### config.mk
export PLATFORM = sky130hd
export DESIGN_NAME = trap_ctrl_flat
export DESIGN_NICKNAME = d
export VERILOG_FILES = /design/src/rtl/trap_ctrl_if.sv /design/src/rtl/trap_ctrl.sv /design/src/flat_wrapper.sv
export SDC_FILE = /design/constraint.sdc
export NUM_CORES = 1
export LEC_CHECK = 0
export BUFFER_PORTS_ARGS = -buffer_cell sky130_fd_sc_hd__buf_2
export CORE_UTILIZATION = 25
export CTS_CLUSTER_SIZE = 30
export DETAILED_ROUTE_END_ITERATION = 10
export PLACE_DENSITY_LB_ADDON = 0.15
export SETUP_SLACK_MARGIN = 0.2
export SYNTH_ARGS = -nofsm -noshare
export SYNTH_HDL_FRONTEND = slang
export SYNTH_SLANG_ARGS = --single-unit
export TNS_END_PERCENT = 50
### constraint.sdc
create_clock -name clk -period 3.55 [get_ports clk]
set_input_delay 0.5325 -clock clk [delete_from_list [all_inputs] [get_ports clk]]
set_output_delay 0.5325 -clock clk [all_outputs]
set_load 0.005 [all_outputs]
### src/rtl/trap_ctrl_if.sv
// trap_ctrl_if: EX-stage flags, shared CSR port and pipeline control seen by the trap sequencer
interface trap_ctrl_if;
    logic        ex_valid;
    logic [31:0] ex_pc;
    logic [31:0] ex_instr;
    logic        illegal_instr;
    logic        env_call;
    logic        break_point;
    logic        mret_instr;
    logic [11:0] csr_raddr;
    logic [31:0] csr_rdata;
    logic        csr_we;
    logic [11:0] csr_waddr;
    logic [31:0] csr_wdata;
    logic        stall;
    logic        flush;
    logic        redirect_valid;
    logic [31:0] redirect_pc;
    modport master (
        input  ex_valid, ex_pc, ex_instr, illegal_instr, env_call, break_point, mret_instr, csr_rdata,
        output csr_raddr, csr_we, csr_waddr, csr_wdata, stall, flush, redirect_valid, redirect_pc
    );
    modport slave (
        output ex_valid, ex_pc, ex_instr, illegal_instr, env_call, break_point, mret_instr, csr_rdata,
        input  csr_raddr, csr_we, csr_waddr, csr_wdata, stall, flush, redirect_valid, redirect_pc
    );
endinterface

### src/rtl/trap_ctrl.sv
// trap_ctrl: sequences M-mode trap entry / MRET over the shared CSR port, then one PC redirect
module trap_ctrl #(
    parameter logic [11:0] MSTATUS_ADDR = 12'h300,
    parameter logic [11:0] MTVEC_ADDR   = 12'h305,
    parameter logic [11:0] MEPC_ADDR    = 12'h341,
    parameter logic [11:0] MCAUSE_ADDR  = 12'h342,
    parameter logic [11:0] MTVAL_ADDR   = 12'h343
) (
    input logic clk,
    input logic rst_n,
    trap_ctrl_if.master bus
);
    typedef enum logic [3:0] {
        IDLE, T_EPC, T_CAUSE, T_TVAL, T_STATUS, T_TVEC, M_STATUS, M_EPC, REDIRECT
    } state_t;

    state_t      state_q, state_d;
    logic [31:2] pc_q, pc_d;
    logic [3:0]  cause_q, cause_d;
    logic [31:0] tval_q, tval_d;
    logic [31:2] target_q, target_d;
    logic        trap, ret;
    logic [31:0] rd;

    assign rd   = bus.csr_rdata;
    // Gating with rst_n keeps every output at 0 while reset is held, even in IDLE.
    assign trap = rst_n & bus.ex_valid & (bus.illegal_instr | bus.env_call | bus.break_point);
    assign ret  = rst_n & bus.ex_valid & bus.mret_instr & ~trap;

    always_ff @(posedge clk or negedge rst_n) begin
        if (!rst_n) begin
            state_q  <= IDLE;
            pc_q     <= '0;
            cause_q  <= '0;
            tval_q   <= '0;
            target_q <= '0;
        end else begin
            state_q  <= state_d;
            pc_q     <= pc_d;
            cause_q  <= cause_d;
            tval_q   <= tval_d;
            target_q <= target_d;
        end
    end

    always_comb begin
        state_d            = state_q;
        pc_d               = pc_q;
        cause_d            = cause_q;
        tval_d             = tval_q;
        target_d           = target_q;
        bus.csr_raddr      = '0;
        bus.csr_we         = 1'b0;
        bus.csr_waddr      = '0;
        bus.csr_wdata      = '0;
        bus.stall          = 1'b0;
        bus.flush          = 1'b0;
        bus.redirect_valid = 1'b0;
        bus.redirect_pc    = '0;
        case (state_q)
            IDLE: if (trap | ret) begin
                bus.stall = 1'b1;
                bus.flush = 1'b1;
                pc_d      = bus.ex_pc[31:2];
                cause_d   = bus.illegal_instr ? 4'd2 : bus.env_call ? 4'd11 : 4'd3;
                tval_d    = bus.illegal_instr ? bus.ex_instr : bus.env_call ? 32'd0 : bus.ex_pc;
                state_d   = trap ? T_EPC : M_STATUS;
            end
            T_EPC: begin
                bus.stall     = 1'b1;
                bus.csr_we    = 1'b1;
                bus.csr_waddr = MEPC_ADDR;
                bus.csr_wdata = {pc_q, 2'b00};
                state_d       = T_CAUSE;
            end
            T_CAUSE: begin
                bus.stall     = 1'b1;
                bus.csr_we    = 1'b1;
                bus.csr_waddr = MCAUSE_ADDR;
                bus.csr_wdata = {28'd0, cause_q};
                state_d       = T_TVAL;
            end
            T_TVAL: begin
                bus.stall     = 1'b1;
                bus.csr_we    = 1'b1;
                bus.csr_waddr = MTVAL_ADDR;
                bus.csr_wdata = tval_q;
                state_d       = T_STATUS;
            end
            T_STATUS: begin
                bus.stall     = 1'b1;
                bus.csr_raddr = MSTATUS_ADDR;
                bus.csr_we    = 1'b1;
                bus.csr_waddr = MSTATUS_ADDR;
                bus.csr_wdata = {rd[31:13], 2'b11, rd[10:8], rd[3], rd[6:4], 1'b0, rd[2:0]};
                state_d       = T_TVEC;
            end
            T_TVEC: begin
                bus.stall     = 1'b1;
                bus.csr_raddr = MTVEC_ADDR;
                target_d      = rd[31:2];
                state_d       = REDIRECT;
            end
            M_STATUS: begin
                bus.stall     = 1'b1;
                bus.csr_raddr = MSTATUS_ADDR;
                bus.csr_we    = 1'b1;
                bus.csr_waddr = MSTATUS_ADDR;
                bus.csr_wdata = {rd[31:13], 2'b11, rd[10:8], 1'b1, rd[6:4], rd[7], rd[2:0]};
                state_d       = M_EPC;
            end
            M_EPC: begin
                bus.stall     = 1'b1;
                bus.csr_raddr = MEPC_ADDR;
                target_d      = rd[31:2];
                state_d       = REDIRECT;
            end
            REDIRECT: begin
                bus.flush          = 1'b1;
                bus.redirect_valid = 1'b1;
                bus.redirect_pc    = {target_q, 2'b00};
                state_d            = IDLE;
            end
            default: state_d = IDLE;
        endcase
    end
endmodule

### src/flat_wrapper.sv
// flat-port wrapper written by rule: the top's interface ports become plain ports
module trap_ctrl_flat 
#(
    parameter logic [11:0] MSTATUS_ADDR = 12'h300,
    parameter logic [11:0] MTVEC_ADDR   = 12'h305,
    parameter logic [11:0] MEPC_ADDR    = 12'h341,
    parameter logic [11:0] MCAUSE_ADDR  = 12'h342,
    parameter logic [11:0] MTVAL_ADDR   = 12'h343
)
  (clk, rst_n, bus_ex_valid, bus_ex_pc, bus_ex_instr, bus_illegal_instr, bus_env_call, bus_break_point, bus_mret_instr, bus_csr_rdata, bus_csr_raddr, bus_csr_we, bus_csr_waddr, bus_csr_wdata, bus_stall, bus_flush, bus_redirect_valid, bus_redirect_pc);
  trap_ctrl_if bus_i ();
  input logic clk;
  input logic rst_n;
  input wire logic [$bits(bus_i.ex_valid)-1:0] bus_ex_valid;
  input wire logic [$bits(bus_i.ex_pc)-1:0] bus_ex_pc;
  input wire logic [$bits(bus_i.ex_instr)-1:0] bus_ex_instr;
  input wire logic [$bits(bus_i.illegal_instr)-1:0] bus_illegal_instr;
  input wire logic [$bits(bus_i.env_call)-1:0] bus_env_call;
  input wire logic [$bits(bus_i.break_point)-1:0] bus_break_point;
  input wire logic [$bits(bus_i.mret_instr)-1:0] bus_mret_instr;
  input wire logic [$bits(bus_i.csr_rdata)-1:0] bus_csr_rdata;
  output wire logic [$bits(bus_i.csr_raddr)-1:0] bus_csr_raddr;
  output wire logic [$bits(bus_i.csr_we)-1:0] bus_csr_we;
  output wire logic [$bits(bus_i.csr_waddr)-1:0] bus_csr_waddr;
  output wire logic [$bits(bus_i.csr_wdata)-1:0] bus_csr_wdata;
  output wire logic [$bits(bus_i.stall)-1:0] bus_stall;
  output wire logic [$bits(bus_i.flush)-1:0] bus_flush;
  output wire logic [$bits(bus_i.redirect_valid)-1:0] bus_redirect_valid;
  output wire logic [$bits(bus_i.redirect_pc)-1:0] bus_redirect_pc;
  assign bus_i.ex_valid = bus_ex_valid;
  assign bus_i.ex_pc = bus_ex_pc;
  assign bus_i.ex_instr = bus_ex_instr;
  assign bus_i.illegal_instr = bus_illegal_instr;
  assign bus_i.env_call = bus_env_call;
  assign bus_i.break_point = bus_break_point;
  assign bus_i.mret_instr = bus_mret_instr;
  assign bus_i.csr_rdata = bus_csr_rdata;
  assign bus_csr_raddr = bus_i.csr_raddr;
  assign bus_csr_we = bus_i.csr_we;
  assign bus_csr_waddr = bus_i.csr_waddr;
  assign bus_csr_wdata = bus_i.csr_wdata;
  assign bus_stall = bus_i.stall;
  assign bus_flush = bus_i.flush;
  assign bus_redirect_valid = bus_i.redirect_valid;
  assign bus_redirect_pc = bus_i.redirect_pc;
  trap_ctrl #(.MSTATUS_ADDR(MSTATUS_ADDR), .MTVEC_ADDR(MTVEC_ADDR), .MEPC_ADDR(MEPC_ADDR), .MCAUSE_ADDR(MCAUSE_ADDR), .MTVAL_ADDR(MTVAL_ADDR)) u_core (.clk(clk), .rst_n(rst_n), .bus(bus_i));
endmodule
After elaboration in Yosys (flattened, before gate mapping)
Cells that the tools add are included.
- multiplexer cells: 16
- reduce and logical (&&, ||, !) cells: 6
- add/sub/neg operators: 0
- magnitude comparators: 0
- divide/modulo/power cells: 0
- bitwise logic cells: 8
- multiply operators: 0
- equality and inequality tests: 9
- shift operators: 0
- operator list (cell ; count):
    $pmux 32 s5 ; 1
    $mux 32 ; 3
    $pmux 10 s4 ; 1
    $pmux 10 s3 ; 1
    $pmux 4 s7 ; 1
    $eq 4x3->1 const B ; 4
    $mux 4 ; 3
    $eq 4x2->1 const B ; 2
    $reduce_or 7->1 ; 1
    $reduce_or 5->1 ; 1
    $and 1x1->1 ; 4
    $eq 4x1->1 const B ; 1
    $eq 4x4->1 const B ; 1
    $logic_not 4->1 ; 1
    $pmux 1 s2 ; 2
    $reduce_or 2->1 ; 2
    $mux 1 ; 3
    $mux 3 ; 1
    $or 1x1->1 ; 3
    $ne 2x1->1 const B ; 1
    $reduce_and 2->1 ; 1
    $not 1->1 ; 1
- bits in latches: 0
- bits in writable memories: 0
- bits in read-only memories: 0
- word-level logic and storage cells: 44
- memories kept: 0
- flip-flop bits (word level): 100

Logic depth before layout (Yosys ltp)
- depth after elaboration: 8
- depth in mapped cells: 6

Worst setup path before layout
OpenSTA, ideal clock, no wires.
- path kind: input to output
- start point: in bus_illegal_instr
- end point: out bus_flush
- data required time: 3017 ps
- setup slack: 1371 ps
- stages: 6
- arrival time: 1646 ps
- cell sequence: buf_6 -> or3_4 -> o2111ai_2 -> buf_6 -> buf_12 -> nand2b_1
- cells in the longest elaborated chain, start to end: 8
- RTL lines (element ; line ; RTL):
    from (decl) ; flat_wrapper.sv:17 ; input wire logic [$bits(bus_i.illegal_instr)-1:0] bus_illegal_instr;
    $or 1x1->1 (*) (2 in a row) ; trap_ctrl.sv:27 ; assign trap = rst_n & bus.ex_valid & (bus.illegal_instr | bus.env_call | bus.break_point);
    $and 1x1->1 (*) ; trap_ctrl.sv:27 ;
    $not 1->1 ; trap_ctrl.sv:28 ; assign ret = rst_n & bus.ex_valid & bus.mret_instr & ~trap;
    $and 1x1->1 ; trap_ctrl.sv:28 ;
    $or 1x1->1 (*) ; trap_ctrl.sv:61 ; IDLE: if (trap | ret) begin
    $mux 1 (*) ; trap_ctrl.sv:61 ;
    $pmux 1 s2 (*) ; trap_ctrl.sv:60 ; case (state_q)
    to (decl) ; flat_wrapper.sv:27 ; output wire logic [$bits(bus_i.flush)-1:0] bus_flush;
Mark *: on every way between the ends. The rest lies on a longest branch, timed or not.

Worst setup path after layout
- start point: reg u_core.state_q[2]
- end point: out bus_csr_wdata[27]
- cells in the longest elaborated chain, start to end: 2
- elaborated cells between the ends (all ways): 6
- classes of those cells: 5 x eq/ne; 1 x mux
- RTL lines (element ; line ; RTL):
    from (decl) ; trap_ctrl.sv:17 ; state_t state_q, state_d;
    from (signal assigned) ; trap_ctrl.sv:38 ; state_q <= state_d;
    $eq 4x3->1, or another cell as far along ; trap_ctrl.sv:60 ;
    $pmux 32 s5 (*) ; trap_ctrl.sv:60 ;
    to (decl) ; flat_wrapper.sv:25 ; output wire logic [$bits(bus_i.csr_wdata)-1:0] bus_csr_wdata;
Marked as above.

==> reports/qor.csv <==
metric,value,unit
ant_nets,0,
finalHoldViolations,0,
insertion_delay,0.34,ns
crit_arrival,2.60,ns
grt_pass1_vias,4371,
final_cell_mix,"177 x buf_2, 98 x dfrtp_1, 56 x mux2_2",
vias,3954,
setup_tns,0,ns
cap_viol_max_count,0,
via_per_inst,4.60,
grt_pass1_wl,25800,um
grt_max_degree,47,
power.leakage,0.00349,uW
hpwl,11700,um
placed_cell_area,6420,um2
drv_slew,0,
drc_errors,0,
crit_type,reg -> out,
cpPeakStageDelay,0.66,ns
drt_pass1_iterations,4,
fmax,319,MHz
netlist_instances,417,
slowest_stage,or3b_1,
worst_pin_slew,0.690,ns
postCtsHoldBufs,0,
wl,16500,um
grt_overflow,0,
clk_pin_slew,0.07,ns
power_density,791,nW/um2
setup-violations-final,0,
cts.sink_count,99,
final_common_cell,buf_2,
io_pins,195,
rsz0062_at_grt,false,
dieArea,21800,um2
fin_crit,3.13,ns
status,"finished, final reports clean",
fin_area,6710,um2
clock_skew,0.00514,ns
cts_buffers,9,
antenna_found_initial,1,
worstHoldPathType,in -> async,
fin_nets,688,
ys_types,39,
cp-end-kind,primary output,
die_h,148,um
post_drt_wl_per_cell,19.2,um
syn2layout_area_growth,26.4,%
cts_root_buf,clkbuf_16,
startpoint_type,flip-flop,
drt_iter0_drc,167,
start_util,25.9,%
port_buffers,178,
clockBufferDepth,2,
synth.avg_cell_area,12.7,um2
die_w,148,um
core_area,20500,um2
ir_drop,0.242,mV
cts_resized,0,
synth_area,5310,um2
h-tree-depth,3,
post-cts-setup-buffers,0,
drive_above_1_share,53.0,%
cp_cell_sequence,or3b_1 > nor2_4 > buf_4 > a221o_1 > buf_2,
row_count,52,
cts_tree,done,
synth_seq_area_share,46.7,%
fillers,2115,
finalCritPeriodShare,88.2,%
worstPathMaxFanout,21,
critPathRequiredTime,3.02,ns
power.total,5310,uW
relSlewSlack,54.0,%
ys_ff_latch,99,
grtUsageTotal,15.7,%
place_congestion,0.752,
ys_warn_count,0,
## final timing paths
check,cells past startpoint,endpoint,slack [ns],startpoint
max,5,bus_csr_wdata[27],0.42,u_core.state_q[2]
min,1,u_core.cause_q[3],0.1,rst_n
max reg2reg,5,u_core.target_q[20],1.35,u_core.state_q[3]
min reg2reg,1,u_core.cause_q[1],0.48,u_core.cause_q[1]
max in group asynchronous,3,u_core.target_q[22],1.96,rst_n
min in group clk,2,u_core.pc_q[9],0.43,bus_ex_pc[9]
## worst max-delay path, delay by kind of cell (launching register included)
| kind | cells | cell delay, ns |
|---|---|---|
| AND/OR/NAND/NOR | 2 | 0.97 |
| AO/OA/AOI/OAI | 1 | 0.23 |
| buffers and inverters | 2 | 0.51 |
| flip-flops | 1 | 0.53 |
## synthesized netlist by cell type, drive strengths merged
| cell type | n | area (um2) |
|---|---|---|
| nor2 | 6 | 37.5 |
| nand3 | 2 | 10.0 |
| a311oi | 2 | 17.5 |
| and2b | 1 | 7.51 |
| mux2 | 93 | 1190 |
| nor3b | 2 | 20.0 |
| mux2i | 4 | 40.0 |
| o2111ai | 1 | 15.0 |
| o211ai | 1 | 7.51 |
| and2 | 27 | 169 |
| o41ai | 1 | 8.76 |
| buf | 36 | 308 |
| nor2b | 1 | 6.26 |
| dfrtp | 99 | 2480 |
| conb | 1 | 3.75 |
| a22o | 32 | 280 |
| o21ai | 4 | 20.0 |
| or3 | 2 | 17.5 |
| nand2b | 2 | 12.5 |
| a221oi | 2 | 17.5 |
| a32oi | 1 | 8.76 |
| a221o | 27 | 270 |
| nor4 | 2 | 18.8 |
| inv | 5 | 18.8 |
| nor3 | 3 | 15.0 |
| clkbuf | 16 | 60.1 |
| clkinv | 1 | 3.75 |
| or3b | 1 | 8.76 |
| a21oi | 5 | 25.0 |
| and3 | 31 | 194 |
| nand2 | 6 | 22.5 |
## metrics by stage
step	setup slack [ns]	hold WS, ns	utilization (%)	instances
CTS	0.405	0.0893	32.7	859
floorplan	1.37	0.237	-	432
detailed placement	0.785	0.459	31.3	844
finish	0.419	0.0967	32.7	860
global placement	0.794	0.454	31.3	844
global route	0.288	0.105	32.7	859
## cell type report
cell class / count / area, um2 / area share [%]
multi-input cells: 275 / 2530 / 37.7
flip-flops and latches: 99 / 2480 / 36.9
clock buffers: 12 / 267 / 3.97
diodes: 1 / 2.50 / 0.0373
inverters: 6 / 22.5 / 0.336
repair buffers: 194 / 1050 / 15.7
well taps: 270 / 338 / 5.04
clock inverters: 3 / 21.3 / 0.317
## where the power goes
part           switching, uW  total, uW  internal, uW
Sequential               309       1990          1680
Clock                    435        966           531
Combinational           1070       2350          1280
Total                   1810       5310          3490
## sequential cells by signal (all words and copies together) (netlist names)
signal           count
u_core.cause_q       3
u_core.target_q     30
u_core.state_q       4
u_core.pc_q         30
u_core.tval_q       32
## cell families (layout without fill, tap and decap cells)
| logic type | after synthesis | in the layout | share of synthesized area, % |
|---|---|---|---|
| buf+inv | 58 | 215 | 7.36 |
| simple gates | 86 | 86 | 10.2 |
| other cells | 1 | 17 | 0.0707 |
| mux | 97 | 97 | 23.1 |
| flops | 99 | 99 | 46.7 |
| compound gates | 76 | 76 | 12.6 |
## per-layer routing
metal	GRT usage (%)	vias up	wire length [um]
li1	-	1856	-
met1	21.4	1971	7750
met2	25.0	112	7700
met3	2.99	13	841
met4	4.59	2	196
met5	0	-	10
Note: power is estimated with default switching activity, not from simulation.
